$ cat src/rtl/mac_neuron_scheduler.sv
// Sequences one shared MAC datapath through every output-neuron sum of a frame.
// Define MAC_NEURON_SCHEDULER_ARGMAX_EN to add the class_idx/class_valid argmax outputs.
module mac_neuron_scheduler #(
    parameter int N_NEURONS = 10,
    parameter int N_INPUTS  = 785,
    parameter int PIPE_LAT  = 3,
    parameter int ACC_W     = 26,
    parameter int PIX_W     = 10,
    parameter int WADDR_W   = 13
) (
    input  logic               clk,
    input  logic               rst,
    input  logic               start,
    output logic               busy,
    output logic [PIX_W-1:0]   pix_idx,
    output logic [WADDR_W-1:0] wgt_addr,
    output logic               mac_clr,
    output logic               mac_en,
    input  logic [ACC_W-1:0]   acc_in,
    output logic               res_valid,
    output logic [3:0]         res_idx,
    output logic [ACC_W-1:0]   res_data,
`ifdef MAC_NEURON_SCHEDULER_ARGMAX_EN
    output logic [3:0]         class_idx,
    output logic               class_valid,
`endif
    output logic               done
);

    // state   | meaning
    // S_IDLE  | waiting for start
    // S_CLEAR | clear MAC accumulator for the current neuron
    // S_FEED  | stream N_INPUTS operand pairs into the MAC
    // S_DRAIN | wait PIPE_LAT cycles for the MAC pipeline to settle
    // S_STORE | present acc_in as the neuron result
    // S_DONE  | frame-complete strobe

    typedef enum logic [2:0] {
        S_IDLE,
        S_CLEAR,
        S_FEED,
        S_DRAIN,
        S_STORE,
        S_DONE
    } state_t;

    localparam int DRN_W = (PIPE_LAT > 1) ? $clog2(PIPE_LAT) : 1;
    localparam logic [3:0]       LAST_NEURON = 4'(N_NEURONS - 1);
    localparam logic [PIX_W-1:0] LAST_PIX    = PIX_W'(N_INPUTS - 1);
    localparam logic [DRN_W-1:0] DRN_LOAD    = DRN_W'(PIPE_LAT - 1);

    state_t             state, state_nxt;
    logic [3:0]         neuron;
    logic [DRN_W-1:0]   drn_cnt;
    logic [3:0]         res_idx_q;
    logic [ACC_W-1:0]   res_data_q;

    always_ff @(posedge clk or negedge rst) begin
        if (!rst) state <= S_IDLE;
        else      state <= state_nxt;
    end

    // Results are shown combinationally during STORE and held from the captured copy afterwards.
    always_comb begin
        state_nxt = state;
        busy      = (state != S_IDLE);
        mac_clr   = 1'b0;
        mac_en    = 1'b0;
        res_valid = 1'b0;
        res_idx   = res_idx_q;
        res_data  = res_data_q;
        done      = 1'b0;
        case (state)
            S_IDLE:  if (start) state_nxt = S_CLEAR;
            S_CLEAR: begin
                mac_clr   = 1'b1;
                state_nxt = S_FEED;
            end
            S_FEED: begin
                mac_en = 1'b1;
                if (pix_idx == LAST_PIX) state_nxt = S_DRAIN;
            end
            S_DRAIN: if (drn_cnt == '0) state_nxt = S_STORE;
            S_STORE: begin
                res_valid = 1'b1;
                res_idx   = neuron;
                res_data  = acc_in;
                state_nxt = (neuron == LAST_NEURON) ? S_DONE : S_CLEAR;
            end
            S_DONE: begin
                done      = 1'b1;
                state_nxt = S_IDLE;
            end
            default: state_nxt = S_IDLE;
        endcase
    end

    // wgt_addr runs continuously across neurons, so it lands on the next base when FEED ends.
    always_ff @(posedge clk or negedge rst) begin
        if (!rst) begin
            neuron     <= '0;
            pix_idx    <= '0;
            wgt_addr   <= '0;
            drn_cnt    <= '0;
            res_idx_q  <= '0;
            res_data_q <= '0;
        end else begin
            case (state)
                S_IDLE: begin
                    if (start) begin
                        neuron   <= '0;
                        pix_idx  <= '0;
                        wgt_addr <= '0;
                    end
                end
                S_FEED: begin
                    wgt_addr <= wgt_addr + WADDR_W'(1);
                    if (pix_idx == LAST_PIX) begin
                        pix_idx <= '0;
                        drn_cnt <= DRN_LOAD;
                    end else begin
                        pix_idx <= pix_idx + PIX_W'(1);
                    end
                end
                S_DRAIN: if (drn_cnt != '0) drn_cnt <= drn_cnt - DRN_W'(1);
                S_STORE: begin
                    res_idx_q  <= neuron;
                    res_data_q <= acc_in;
                    if (neuron != LAST_NEURON) neuron <= neuron + 4'd1;
                end
                default: ;
            endcase
        end
    end

`ifdef MAC_NEURON_SCHEDULER_ARGMAX_EN
    logic signed [ACC_W-1:0] max_q;
    logic [3:0]              max_idx_q;
    logic [3:0]              class_idx_q;

    // Neuron 0 seeds the maximum; strict compare keeps the lower index on ties.
    always_ff @(posedge clk or negedge rst) begin
        if (!rst) begin
            max_q       <= '0;
            max_idx_q   <= '0;
            class_idx_q <= '0;
        end else begin
            if (state == S_STORE && (neuron == 4'd0 || $signed(acc_in) > max_q)) begin
                max_q     <= acc_in;
                max_idx_q <= neuron;
            end
            if (state == S_DONE) class_idx_q <= max_idx_q;
        end
    end

    assign class_valid = (state == S_DONE);
    assign class_idx   = (state == S_DONE) ? max_idx_q : class_idx_q;
`endif

endmodule

$ cat config.mk
export PLATFORM = sky130hd
export DESIGN_NAME = mac_neuron_scheduler
export DESIGN_NICKNAME = d
export VERILOG_FILES = /design/src/rtl/mac_neuron_scheduler.sv
export SDC_FILE = /design/constraint.sdc
export NUM_CORES = 1
export LEC_CHECK = 0
export ABC_AREA = 0
export ABC_CLOCK_PERIOD_IN_PS = 3300
export CORE_MARGIN = 4
export CORE_UTILIZATION = 50
export CTS_CLUSTER_DIAMETER = 60
export DETAILED_ROUTE_END_ITERATION = 8
export PLACE_DENSITY = 0.91
export SKIP_CTS_REPAIR_TIMING = 1
export SLEW_MARGIN = 25
export SYNTH_ARGS = -nofsm -noshare
export SYNTH_HDL_FRONTEND = slang
export SYNTH_SLANG_ARGS = --single-unit
$ cat constraint.sdc
create_clock -name clk -period 3.3 [get_ports clk]
set_input_delay 0.825 -clock clk [delete_from_list [all_inputs] [get_ports clk]]
set_output_delay 0.825 -clock clk [all_outputs]
set_load 0.01 [all_outputs]
======== After elaboration in Yosys (flattened, before gate mapping) ========
Index checks and enable logic that the tools add are counted.
storage, ports and cells
  register bits ........................... 62
  input port bits ......................... 29
  word-level logic and storage cells ...... 57
operators by class
  add/sub/neg operators ................... 4
  equal/unequal tests ..................... 13
  mux-type cells .......................... 22
  reduce and logical (&&, ||, !) cells .... 11
operator list
  operator                                       number
  two-way mux 26 bit                             1
  one-hot mux 13 bit (2 select lines)            1
  two-way mux 10 bit                             2
  one-hot mux 10 bit (2 select lines)            1
  one-hot mux 3 bit (5 select lines)             1
  adder 13 x 1 -> 13 bit, second input constant  1
  two-way mux 13 bit                             1
  two-way mux 3 bit                              4
  two-way mux 4 bit                              3
  adder 10 x 1 -> 10 bit, second input constant  1
  == test 10 bit, second input constant          1
  != test 2 bit, second input constant           5
  AND reduction 3 bit                            3
  one-hot mux 4 bit (2 select lines)             1
  nonzero test 2 bit                             4
  == test 3 x 2 -> 1 bit, second input constant  2
  == test 3 bit, second input constant           2
  adder 4 x 1 -> 4 bit, second input constant    1
  == test 4 bit, second input constant           1
  two-way mux 1 bit                              4
  two-way mux 2 bit                              2
  != test 4 bit, second input constant           1
  one-hot mux 2 bit (2 select lines)             1
  == test 3 x 1 -> 1 bit, second input constant  1
  5 further kinds                                5

======== Logic depth before layout (Yosys ltp) ========
  depth in word-level cells ............... 3
  mapped depth ............................ 6
  depth with buffers taken out ............ 6

======== Worst setup path after synthesis ========
No wires, ideal clock.
  kind .................................... register to output
  start ................................... register state[0]
  end ..................................... output port res_data[16]
  data arrival time ....................... 1.593 ns
  required time ........................... 2.475 ns
  path slack .............................. 0.882 ns
  cell stages (with the launch flop) ...... 7
  buffers on the path ..................... 2
  cell sequence ........................... dfrtp_1 -> buf_6 -> nor2_2 -> nand2_1 -> inv_2 -> buf_4 -> mux2_2
between the ends
  word-level cells in the longest chain between the ends .. 2
ends and longest elaborated chain
  what                      line  RTL
  start: declaration        52    state_t state, state_nxt;
  start signal: assignment  60    else state <= state_nxt;
  == test 3 bit             73    case (state)
  two-way mux 26 bit        -
  end: declaration          22    output logic [ACC_W-1:0] res_data,
No other way between the ends.

======== Final worst setup path ========
  start ................................... register state[1]
  end ..................................... output port res_data[9]
The elaborated chain is that of the path after synthesis.

==> flow_summary.toml <==
[outcome]
run_status = "complete, no violations"

[power]
power.share.switching_pct = 19.6
p_switching_uw = 305
clkPwrFrac_pct = 47.9
p_int_mw = 1.25
cellPowerDensity_nw_per_um2 = 384
ir_worst_vdd_mv = 0.259
pwr-share-comb_pct = 3.2
leakage_nw = 1.76
seqPwrFrac_pct = 48.9

[logic_synthesis]
synthesis.area_um2 = 2870
yosysTopAreaCellShare_pct = 54.1
async_reset_ff_share_pct = 100
synth-main-ff-cell = "dfrtp_1"
synth_cells = 254
avgSynthCellArea_um2 = 11.3
yosys.area.top_type = "dfrtp_1"
synth_cell_type_count = 44
synth_edf_count = 0
synth-seq-cells = 62
seq_area_frac_synth_pct = 54.1
netlist_top_cells_area = "dfrtp_1 (54%), mux2_2 (11%), nand2_1 (3.3%)"
synthTopCellsByCount = "dfrtp_1 (62), mux2_2 (29), nand2_1 (25)"
syn_nets = 289
ys_warn_count = 0
yosysMostFrequentCell = "dfrtp_1"

[routing]
ant_nets = 0
wl_per_cell_um = 15.4
drc = 0
via_per_inst = 5.44
drt-total-wl_um = 6560
first_iter_violations = 143
dr_total_vias = 2312
drt-pass1-iter-count = 4

[hold_path]
min_path_type = "flop to flop"

[timing]
hold_viol_final = 0
rsz0062_at_grt = "false"
period_needed_ps = 3030
worst_pin_slew_ps = 807
setup_viol = 0
fmax_ghz = 0.330
setup_tns_ps = 0
skew_ps = 6.68
slew_viol_final = 0
max-slew-margin-rel_pct = 46.2
fin_crit_sh_pct = 91.7

[placement]
hpwl_um = 4690
port_buffers = 86
gp_congestion = 0.773
dpl_cell_area_um2 = 3820

[global_route]
grt_max_degree = 39
grt_pass1_vias = 2322
track_usage_pct = 19.2
grt_pass1_wl_um = 10900
overflow = 0
antenna_found_initial = 0

[critical_path]
crit_required_ps = 2470
start_kind = "flop"
arrival_ps = 2200
cp-end-kind = "output port"
cp_max_fo = 27
path_class = "flop to output port"

[clock_tree]
cts-root-buf = "clkbuf_8"
cts_buffers = 9
clkLatencyLatePin_ps = 340
cts_num_sinks = 62
cts_tree = "done"
clk_path_buf_depth = 2
htreeDepth = 3
path_clk_slew_ps = 70

[finish]
regArea_um2 = 1550
fin_nets = 384
n_antenna_cell = 0
fin_area_um2 = 4050
num-fill-cells = 392
drive_above_1_share_pct = 17.6
area_growth_pct = 41.2
final_util_pct = 73.0
multiInputGateArea_um2 = 1220

[die]
rows = 27
dieWidth_um = 83.7
core_area_um2 = 5540
start_util_pct = 51.7
ios = 87
die_area_um2 = 7010
die_y_um = 83.7

[job]
drv_cap = 0
layout make-up:
class / count / share of cell area [%]
timing repair buffer: 93 / 22.8
tap: 72 / 2.23
clock buffer: 11 / 3.74
clock inverter: 4 / 1.73
inverter: 10 / 1.05
sequential: 62 / 38.4
multi-input combinational: 173 / 30.1
registers in the layout, indices dropped and copies added, names as in the netlist:
| register | count |
|---|---|
| res_data_q | 26 |
| wgt_addr | 13 |
| pix_idx | 10 |
| neuron | 4 |
| res_idx_q | 4 |
| state | 3 |
| drn_cnt | 2 |
worst max-delay path, cell delays in order, from the launching register on:
cell and delay (ps):
dfrtp_1 390, nor2_2 130, nand2_1 180, inv_2 120
buf_12 180, mux2_2 360, clkdlybuf4s50_1 500
through the flow:
stage               hold slack (ps)  power, mW  worst slack [ps]  std cells
global placement                466      0.824               477        410
CTS                             501       1.57               249        425
global route                    516       1.61               126        425
finish                          498       1.55               274        425
floorplan                       458      0.775               882        254
detailed placement              485      0.825               460        410
layout by cell type (no fill, tap or decap), types with 8 or more instances in the layout:
cell	instances
o21ai_0	18
mux2_2	29
nand3_1	18
nor2_1	11
inv_1	8
clkdlybuf4s50_1	85
clkbuf_8	11
dfrtp_1	62
nand2_1	25
power by group through the flow:
| stage | registers (mW) | clock network [mW] | logic (mW) |
|---|---|---|---|
| 2_1_floorplan | 0.774 | 0 | 0.00115 |
| 3_3_place_gp | 0.774 | 0 | 0.0498 |
| 3_5_place_dp | 0.774 | 0 | 0.0510 |
| 4_1_cts | 0.760 | 0.757 | 0.0515 |
| 5_1_grt | 0.759 | 0.799 | 0.0553 |
| 6_report | 0.760 | 0.745 | 0.0499 |
cell families (layout without fill, tap and decap cells):
group,count (synthesis),in the layout,synth area share (%)
AOI/OAI and AO/OA,41,41,9.35
xor gates and xnor gates,2,2,0.611
adders and majority gates,6,6,2.62
buffers and inverters,19,118,3.32
DFF,62,62,54.1
muxes,33,33,12.8
and+or+nand+nor,91,91,17.2
routing by layer:
| metal | global-route usage (%) | vias to the layer above | routed length [µm] |
|---|---|---|---|
| met5 | 0 | - | 0 |
| met4 | 5.56 | 0 | 57 |
| met3 | 5.82 | 7 | 401 |
| met2 | 29.2 | 90 | 2970 |
| met1 | 26.7 | 1113 | 3130 |
| li1 | - | 1102 | - |
path summary, 6_finish.rpt:
check	start	depth (start not counted)	slack (ps)	end
worst max-delay path	state[1]$_DFFE_PN0P_	6	270	res_data[9]
worst min-delay path	res_data_q[13]$_DFF_PN0_	1	500	res_data_q[13]$_DFF_PN0_
worst max register to register	state[2]$_DFFE_PN0P_	6	1360	wgt_addr[12]$_DFFE_PN0P_
worst min register to register	res_data_q[13]$_DFF_PN0_	1	500	res_data_q[13]$_DFF_PN0_
max in group asynchronous	rst	2	1910	pix_idx[8]$_DFFE_PN0P_
min in group asynchronous	rst	1	580	res_data_q[11]$_DFF_PN0_
Note: power is estimated with default switching activity, not from simulation.
